$ cat src/rtl/vga_timing_if.sv
// Raster output bundle from vga_timing to the draw stages and the DAC/connector.
// The timing generator drives it through the master modport; consumers use slave.
interface vga_timing_if;
    logic [9:0] row;
    logic [9:0] col;
    logic       HS;
    logic       VS;
    logic       blank;
    logic       frame_start;
    logic       game_tick;

    modport master (
        output row,
        output col,
        output HS,
        output VS,
        output blank,
        output frame_start,
        output game_tick
    );

    modport slave (
        input  row,
        input  col,
        input  HS,
        input  VS,
        input  blank,
        input  frame_start,
        input  game_tick
    );
endinterface

$ cat src/rtl/vga_timing.sv
// 800x600@60 raster timing: h/v counters with registered, zero-skew pixel decode.
// Define VGA_GAME_TICK_EN to build the frame-paced game tick; otherwise game_tick is 0.
module vga_timing #(
    parameter int unsigned H_ACTIVE    = 800,
    parameter int unsigned H_FP        = 40,
    parameter int unsigned H_SYNC      = 128,
    parameter int unsigned H_BP        = 88,
    parameter int unsigned V_ACTIVE    = 600,
    parameter int unsigned V_FP        = 1,
    parameter int unsigned V_SYNC      = 4,
    parameter int unsigned V_BP        = 23,
    parameter int unsigned TICK_FRAMES = 4
) (
    input  logic         clock,
    input  logic         reset,
    vga_timing_if.master vga_o
);
    localparam int unsigned H_W      = 11;
    localparam int unsigned V_W      = 10;
    localparam int unsigned C_W      = 10;
    localparam int unsigned H_TOTAL  = H_ACTIVE + H_FP + H_SYNC + H_BP;
    localparam int unsigned V_TOTAL  = V_ACTIVE + V_FP + V_SYNC + V_BP;
    localparam int unsigned HS_BEGIN = H_ACTIVE + H_FP;
    localparam int unsigned HS_END   = HS_BEGIN + H_SYNC;
    localparam int unsigned VS_BEGIN = V_ACTIVE + V_FP;
    localparam int unsigned VS_END   = VS_BEGIN + V_SYNC;

    // Geometries the fixed counter widths cannot hold are rejected at elaboration.
    if (H_TOTAL > 2048 || H_TOTAL == 0) begin : g_bad_h_total
        $error("vga_timing: H_TOTAL=%0d outside 1..2048", H_TOTAL);
    end
    if (V_TOTAL > 1024 || V_TOTAL == 0) begin : g_bad_v_total
        $error("vga_timing: V_TOTAL=%0d outside 1..1024", V_TOTAL);
    end
    if (H_ACTIVE > 1024) begin : g_bad_h_active
        $error("vga_timing: H_ACTIVE=%0d exceeds 1024", H_ACTIVE);
    end
    if (TICK_FRAMES < 1 || TICK_FRAMES > 255) begin : g_bad_tick
        $error("vga_timing: TICK_FRAMES=%0d outside 1..255", TICK_FRAMES);
    end

    logic [H_W-1:0] h_q, h_d;
    logic [V_W-1:0] v_q, v_d;

    logic [V_W-1:0] row_q, row_d;
    logic [C_W-1:0] col_q, col_d;
    logic           hs_q, hs_d;
    logic           vs_q, vs_d;
    logic           blank_q, blank_d;
    logic           fs_q, fs_d;

    // Raster position of the next cycle; v advances only on the line wrap.
    always_comb begin
        h_d = h_q + H_W'(1);
        v_d = v_q;
        if (h_q == H_W'(H_TOTAL - 1)) begin
            h_d = '0;
            if (v_q == V_W'(V_TOTAL - 1)) begin
                v_d = '0;
            end else begin
                v_d = v_q + V_W'(1);
            end
        end
    end

    // Decode from the next position so every registered output describes the same pixel.
    always_comb begin
        row_d   = v_d;
        col_d   = '0;
        if (32'(h_d) < H_ACTIVE) begin
            col_d = h_d[C_W-1:0];
        end
        hs_d    = (32'(h_d) >= HS_BEGIN) && (32'(h_d) < HS_END);
        vs_d    = (32'(v_d) >= VS_BEGIN) && (32'(v_d) < VS_END);
        blank_d = (32'(h_d) >= H_ACTIVE) || (32'(v_d) >= V_ACTIVE);
        fs_d    = (h_d == '0) && (v_d == '0);
    end

    always_ff @(posedge clock) begin
        if (reset) begin
            h_q     <= '0;
            v_q     <= '0;
            row_q   <= '0;
            col_q   <= '0;
            hs_q    <= 1'b0;
            vs_q    <= 1'b0;
            blank_q <= 1'b0;
            fs_q    <= 1'b1;
        end else begin
            h_q     <= h_d;
            v_q     <= v_d;
            row_q   <= row_d;
            col_q   <= col_d;
            hs_q    <= hs_d;
            vs_q    <= vs_d;
            blank_q <= blank_d;
            fs_q    <= fs_d;
        end
    end

`ifdef VGA_GAME_TICK_EN
    localparam int unsigned T_W = 8;

    logic [T_W-1:0] tick_cnt_q, tick_cnt_d;
    logic           tick_q, tick_d;

    // Frames seen since the last tick; the tick lands on the frame_start that completes a group.
    always_comb begin
        tick_cnt_d = tick_cnt_q;
        if (fs_q) begin
            if (tick_cnt_q == T_W'(TICK_FRAMES - 1)) begin
                tick_cnt_d = '0;
            end else begin
                tick_cnt_d = tick_cnt_q + T_W'(1);
            end
        end
        tick_d = fs_d && (tick_cnt_d == T_W'(TICK_FRAMES - 1));
    end

    always_ff @(posedge clock) begin
        if (reset) begin
            tick_cnt_q <= '0;
            tick_q     <= 1'b0;
        end else begin
            tick_cnt_q <= tick_cnt_d;
            tick_q     <= tick_d;
        end
    end

    assign vga_o.game_tick = tick_q;
`else
    assign vga_o.game_tick = 1'b0;
`endif

    assign vga_o.row         = row_q;
    assign vga_o.col         = col_q;
    assign vga_o.HS          = hs_q;
    assign vga_o.VS          = vs_q;
    assign vga_o.blank       = blank_q;
    assign vga_o.frame_start = fs_q;
endmodule
$ cat src/flat_wrapper.sv
// flat-port wrapper written by rule: the top's interface ports become plain ports
module vga_timing_flat 
#(
    parameter int unsigned H_ACTIVE    = 800,
    parameter int unsigned H_FP        = 40,
    parameter int unsigned H_SYNC      = 128,
    parameter int unsigned H_BP        = 88,
    parameter int unsigned V_ACTIVE    = 600,
    parameter int unsigned V_FP        = 1,
    parameter int unsigned V_SYNC      = 4,
    parameter int unsigned V_BP        = 23,
    parameter int unsigned TICK_FRAMES = 4
)
  (clock, reset, vga_o_row, vga_o_col, vga_o_HS, vga_o_VS, vga_o_blank, vga_o_frame_start, vga_o_game_tick);
  vga_timing_if vga_o_i ();
  input  logic clock;
  input  logic reset;
  output wire logic [$bits(vga_o_i.row)-1:0] vga_o_row;
  output wire logic [$bits(vga_o_i.col)-1:0] vga_o_col;
  output wire logic [$bits(vga_o_i.HS)-1:0] vga_o_HS;
  output wire logic [$bits(vga_o_i.VS)-1:0] vga_o_VS;
  output wire logic [$bits(vga_o_i.blank)-1:0] vga_o_blank;
  output wire logic [$bits(vga_o_i.frame_start)-1:0] vga_o_frame_start;
  output wire logic [$bits(vga_o_i.game_tick)-1:0] vga_o_game_tick;
  assign vga_o_row = vga_o_i.row;
  assign vga_o_col = vga_o_i.col;
  assign vga_o_HS = vga_o_i.HS;
  assign vga_o_VS = vga_o_i.VS;
  assign vga_o_blank = vga_o_i.blank;
  assign vga_o_frame_start = vga_o_i.frame_start;
  assign vga_o_game_tick = vga_o_i.game_tick;
  vga_timing #(.H_ACTIVE(H_ACTIVE), .H_FP(H_FP), .H_SYNC(H_SYNC), .H_BP(H_BP), .V_ACTIVE(V_ACTIVE), .V_FP(V_FP), .V_SYNC(V_SYNC), .V_BP(V_BP), .TICK_FRAMES(TICK_FRAMES)) u_core (.clock(clock), .reset(reset), .vga_o(vga_o_i));
endmodule
$ cat config.mk
export PLATFORM = sky130hd
export DESIGN_NAME = vga_timing_flat
export DESIGN_NICKNAME = d
export VERILOG_FILES = /design/src/rtl/vga_timing_if.sv /design/src/rtl/vga_timing.sv /design/src/flat_wrapper.sv
export SDC_FILE = /design/constraint.sdc
export NUM_CORES = 1
export LEC_CHECK = 0
export CAP_MARGIN = 30
export CELL_PAD_IN_SITES_DETAIL_PLACEMENT = 2
export CELL_PAD_IN_SITES_GLOBAL_PLACEMENT = 2
export CORE_AREA = 2 2 73 89
export CTS_BUF_LIST = sky130_fd_sc_hd__clkbuf_4 sky130_fd_sc_hd__clkbuf_8 sky130_fd_sc_hd__clkbuf_16
export DETAILED_ROUTE_END_ITERATION = 6
export DIE_AREA = 0 0 75 91
export PLACE_DENSITY = 0.78
export SYNTH_ARGS = -nofsm -noshare
export SYNTH_HDL_FRONTEND = slang
export SYNTH_SLANG_ARGS = --single-unit
$ cat constraint.sdc
create_clock -name clock -period 2.8 [get_ports clock]
set_clock_uncertainty 0.2 [all_clocks]
set_input_delay 0.42 -clock clock [delete_from_list [all_inputs] [get_ports clock]]
set_output_delay 0.42 -clock clock [all_outputs]
set_load 0.02 [all_outputs]
==> flow_summary.ini <==
[placed_design]
place.gp.congestion = 0.786
port_buffers = 25
dp_hpwl_um = 4250
place_area_um2 = 2160

[yosys]
synth_edf_count = 0
synth_commonest_cells = 35 x dfxtp_1, 20 x nor2_1, 14 x nor3_1, 12 x a21oi_1, 12 x nand2_1
syn_nets = 217
synth_area_leaders = dfxtp_1 38%, xor2_1 4.3%, nor2_1 4.1%
synthCells = 213
post-synth-top-count-cell = dfxtp_1
synth_area_um2 = 1840
synth_cell_types = 50
syn_avg_cell_area_um2 = 8.65
synth_top_area_share_pct = 38.0
yosysWarningCount = 0
synth_seq_area_share_pct = 38.0
yosys.area.top_type = dfxtp_1
ys.flop_type = dfxtp_1
ys_seq_elements = 35
async_flop_share_pct = 0

[timing]
drv_slew = 0
min_period_over_period_pct = 92.9
max_clock_freq_mhz = 385
whs_ns = 0.349
hold_violations = 0
tns_ns = 0
setup-violations-final = 0
relSlewSlack_pct = 57.3
fin_crit_ns = 2.60
worst_pin_slew_ns = 0.636
rsz0062_at_grt = no

[detailed_routing]
vias = 1699
wire_per_inst_um = 17.8
firstDrtPassIters = 4
drt_iter0_markers = 45
wirelength_um = 5700
antenna_left = 0
drc_errors = 0
vias_per_cell = 5.31

[clocking]
clkTransAtPathRegs_ns = 0.07
cts_tree = built
root_buffer = clkbuf_8
cts_buffers = 5
cts.sinks = 35
clk_latency_ns = 0.28
cts_max_level = 2
hold_buffers = 0
cts.path.max_buffers = 2

[power]
power_leakage_uw = 0.000787
fin_total_pwr_uw = 1050
ir_worst_vdd_mv = 0.257
powerDensity_nw_per_um2 = 463

[worst_setup_path]
cp-start-kind = flip-flop
slowest_stage = o21ai_1
crit_path_max_fanout = 8
endpoint_kind = flip-flop
cp_cell_sequence = ha_1 > buf_4 > nand4_1 > nor2_1 > nand2_1 > mux2_2 > o21ai_1 > nor3_1
critPathArrivalTime_ns = 2.54
crit_buf_inv = 1
critical-path-max-stage-delay_ns = 0.51
cp_data_required_time_ns = 2.74
critPathTopFamily = simple AND/OR/NAND/NOR gates
criticalPathCategory = flip-flop to flip-flop

[global_route]
grt_pass1_vias = 1886
grt_pass1_wl_um = 9450
met3_usage_pct = 3.11
grt-busiest-layer = met2
grt_antenna_before_repair = 0
grt_max_degree = 28
grtUsageMet2_pct = 32.5
grt_usage_pct = 17.9
overflow = 0
use_met1_pct = 20.3

[die]
fp.dieH_um = 91
ios = 27
placementRows = 31
start_util_pct = 31.0
die_area_um2 = 6830
core_um2 = 5930
chipWidth_um = 75

[cells_and_area]
drive_gt1_share_pct = 10.5
stdcell_area_um2 = 2280
nets = 241
fillerInstances = 686
n_antenna_cell = 0
fin_util_pct = 38.4
area_growth_pct = 23.7

[hold_path]
hold_class = flip-flop to flip-flop

[outcome]
status = complete, no violations

[flow_run]
cap_violations = 0
## repair_timing
item / 4_1_cts / 5_1_grt
endpoints found under the setup margin: 0 / 3
resized for setup: 0 / 2
setup buffers: 0 / 0
## path summary, 6_finish.rpt
| check | start | end | slack [ns] | cells past startpoint |
|---|---|---|---|---|
| setup / recovery | u_core.h_q[0]$_SDFF_PP0_ | u_core.vga_o.col[8]$_SDFF_PP0_ | 0.20 | 8 |
| hold reg to reg | u_core.v_q[1]$_SDFF_PP0_ | u_core.v_q[1]$_SDFF_PP0_ | 0.35 | 2 |
| hold / removal | u_core.v_q[1]$_SDFF_PP0_ | u_core.v_q[1]$_SDFF_PP0_ | 0.35 | 2 |
| setup reg to reg | u_core.h_q[0]$_SDFF_PP0_ | u_core.vga_o.col[8]$_SDFF_PP0_ | 0.20 | 8 |
## report_power, final
| part | switching, uW | internal (uW) | total [uW] |
|---|---|---|---|
| Combinational | 37.7 | 28.6 | 66.3 |
| Clock | 185 | 288 | 473 |
| Sequential | 8.27 | 507 | 515 |
| Total | 231 | 824 | 1050 |
## cell type report
| class | count | area [um2] | area share [%] |
|---|---|---|---|
| clock buffer | 6 | 82.6 | 3.62 |
| clock inverter | 2 | 35.0 | 1.54 |
| inverter | 4 | 15.0 | 0.659 |
| multi-input combinational | 159 | 1040 | 45.6 |
| sequential | 35 | 701 | 30.8 |
| tap | 82 | 103 | 4.50 |
| timing repair buffer | 32 | 303 | 13.3 |
## state kept, by name, indices dropped and copies added (netlist names)
| register | count |
|---|---|
| u_core.h_q | 11 |
| u_core.v_q | 10 |
| u_core.vga_o.HS | 1 |
| u_core.vga_o.VS | 1 |
| u_core.vga_o.blank | 1 |
| u_core.vga_o.col | 10 |
| u_core.vga_o.frame_start | 1 |
## stage by stage
stage | instances | setup slack [ns]
4_1_cts | 320 | 0.0830
3_5_place_dp | 312 | 0.0923
6_report | 320 | 0.200
3_3_place_gp | 312 | 0.226
5_1_grt | 320 | 0.0146
2_1_floorplan | 213 | 0.383
## cells by family (layout without fill, tap and decap cells)
kind of cell    count (synthesis)  after routing  share of synthesized area [%]
mux                             1              1                          0.611
xor+xnor                       16             16                           7.61
buf+inv                        19             44                           5.64
compound gates                 45             45                           16.6
flops                          35             35                           38.0
fa+ha+maj                       2              2                           1.36
simple gates                   94             94                           30.0
other cells                     1              1                          0.204
## cell usage in the layout, fill, tap and decap left out, types with 2 or more instances in the layout
cell	count
dfxtp_1	35
clkdlybuf4s50_1	25
nor2_1	20
nor3_1	14
nand2_1	12
a21oi_1	12
nand4_1	9
xor2_1	9
nand3_1	7
xnor2_1	7
o21ai_0	7
buf_4	7
and2_1	6
clkbuf_8	6
and4_1	4
inv_1	4
o21ai_1	4
and3_1	4
o211ai_1	4
o21a_1	3
a22oi_1	3
or3_1	3
and4b_1	2
a41oi_1	2
ha_1	2
## routing by layer
layer / part of all wire, % / routed length [um]
met1: 42 / 2370
met4: 1.9 / 107
met3: 2.0 / 114
met5: 0 / 0
met2: 55 / 3110
## tightest hold or removal path, cell delays in order (launching register included)
cell	delay [ns]
dfxtp_1	0.37
nand2_1	0.08
a21oi_1	0.05
(Power assumes the default switching activity.)
==> RTL edit, RTL diff (same settings) <==
The localparam `H_W` goes from 11 to 22.
--- a/src/rtl/vga_timing.sv
+++ b/src/rtl/vga_timing.sv
@@ -15,7 +15,7 @@
     input  logic         reset,
     vga_timing_if.master vga_o
 );
-    localparam int unsigned H_W      = 11;
+    localparam int unsigned H_W      = 22;
     localparam int unsigned V_W      = 10;
     localparam int unsigned C_W      = 10;
     localparam int unsigned H_TOTAL  = H_ACTIVE + H_FP + H_SYNC + H_BP;
Formal check against the unedited RTL: no difference found for any inputs over 10 cycles, from zero or initial values and one cycle with reset high; that may be too few to reach the edited logic, so the function may still have changed.
==> RTL edit against the unedited design <==
Wire length rose by 55%; final area increased by 38%; synthesized area increased by 29%; via count grew 38%; worst hold slack improved by 7.2 ps; largest power group unchanged; sequential cell count rose by 11; power increased by 12%; worst setup slack worse by 95 ps; critical endpoint is now u_core.vga_o.blank$_SDFF_PP0_.
==> RTL edit: results <==
[status]
status = finished clean

[synth]
yosysUniqueCellTypes = 49
synth-compound-area-share_pct = 9.97
synth_xor_area_share_pct = 10.7
synth.area.top_cells = dfxtp_1 39%, xnor2_1 6.6%, nor2_1 6.5%
synthAdderAreaFrac_pct = 1.05
synth.top_cell.area_share_pct = 38.8
syn-num-nets = 279
synth-seq-area-share_pct = 38.8
synth_common_cells = 46 x dfxtp_1, 41 x nor2_1, 18 x nand2_1, 18 x xnor2_1, 12 x nand4_1
synthMuxAreaShare_pct = 1.32

[power_and_ir_drop]
p_leak_uw = 0.00121
irDropWorstVdd_uv = 204

[detailed_routing]
drtPass1Iterations = 4
wl_mm = 8.85
drt-vias-per-instance = 5.69
drt_first_iter_violations = 79

[critical_path]
worst_r2r_startpoint = u_core.h_q[15]$_SDFF_PP0_
max_stage_delay_ps = 490
path_max_fanout = 7
reg2reg_to = u_core.vga_o.blank$_SDFF_PP0_
critPathArrivalTime_ps = 2700
ff2ff_setup_slack_ps = 110
slowest_stage = dfxtp_1

[cells_and_area]
fillers = 652
largest_register_ff_count = 22
nets = 333
final_layout_size_suffix_gt1_share_pct = 24.2

[clocking]
clock_latency_ps = 310
clockRootBuffer = clkbuf_8
cts_buffers = 5
clkSlewWorstSetupHoldPaths_ps = 100

[global_routing]
grt_pass1_vias = 2639
grt_pass1_wl_mm = 14.1
met1_usage_pct = 29.2
grt.total_usage_pct = 27.7
grt_max_degree = 26
grt_use_met3_pct = 4.22
grt_use_met2_pct = 52.9

[placed_design]
gp_congestion = 0.832
place.detailed.hpwl_mm = 6.28

[hold_path]
hold_class = register to register
min_to = u_core.v_q[8]$_SDFF_PP0_
hp-start = u_core.v_q[8]$_SDFF_PP0_

[sta]
worst_pin_slew_ps = 703
RTL edit: cell count changes after synthesis, moves of 6 or more:
cell,delta
dfxtp_1,+11
nand2_1,+6
nor2_1,+21
nor3_1,-7
nor4_1,+7
nor4_2,+6
xnor2_1,+11
RTL edit: cell families after synthesis:
family / Yosys count
muxes: 3
AOI/OAI and AO/OA: 36
and+or+nand+nor: 139
other: 1
buffers and inverters: 19
DFF: 46
adders and majority gates: 2
xor gates and xnor gates: 29
RTL edit: how the worst max path moves through the flow:
stage	from	end	slack, ps	cells after the start
2_1_floorplan	u_core.v_q[1]$_SDFF_PP0_	u_core.vga_o.blank$_SDFF_PP0_	140	9
3_3_place_gp	u_core.h_q[1]$_SDFF_PP0_	u_core.vga_o.HS$_SDFF_PP0_	0.9	9
3_5_place_dp	u_core.h_q[1]$_SDFF_PP0_	u_core.vga_o.blank$_SDFF_PP0_	-200	9
4_1_cts	u_core.h_q[1]$_SDFF_PP0_	u_core.vga_o.blank$_SDFF_PP0_	2	9
5_1_grt	u_core.h_q[12]$_SDFF_PP0_	u_core.vga_o.col[3]$_SDFF_PP0_	-10	8
6_report	u_core.h_q[15]$_SDFF_PP0_	u_core.vga_o.blank$_SDFF_PP0_	110	8
RTL edit: repair_timing:
item | in CTS | in global routing
endpoints found under the setup margin | 13 | 12
pin swaps | 3 | 4
setup buffers | 2 | 3
gates resized for setup | 11 | 18
RTL edit: layer usage:
layer	up-vias	wire length, um
met1	1196	3340
li1	1087	-
met3	18	176
met5	-	0
met2	42	5140
met4	0	203
RTL edit: report_power, final:
| part | switching [uW] | total (uW) | internal (uW) |
|---|---|---|---|
| sequential | 6.96 | 670 | 663 |
| combinational | 40.1 | 65.6 | 25.6 |
| clock | 246 | 445 | 199 |
| total | 293 | 1180 | 888 |
RTL edit: critical path: cells and delay by family, from the launching register on:
family / cells / cell delay, ps
flip-flops: 1 / 490
AND/OR/NAND/NOR: 5 / 1110
buffers and inverters: 1 / 190
AO/OA/AOI/OAI: 2 / 620
RTL edit: final cells by class:
type	count	area (um^2)	area share (%)
inverters	5	18.8	0.598
multi-input cells	210	1470	46.8
repair buffers	61	524	16.7
clock inverters	2	12.5	0.398
flip-flops and latches	46	930	29.6
well taps	82	103	3.27
clock buffers	6	82.6	2.63
RTL edit: through the flow:
step           std cells  hold WS [ps]  TNS [ps]  instance area (um^2)  setup slack [ps]
5_1_grt              412           415     -15.0                  3140             -9.51
6_report             412           356         0                  3140               105
4_1_cts              409           371         0                  3050              1.59
3_5_place_dp         399           357     -1760                  2890              -199
2_1_floorplan        275           249         0                  2370               136
3_3_place_gp         399           333         0                  2890             0.887
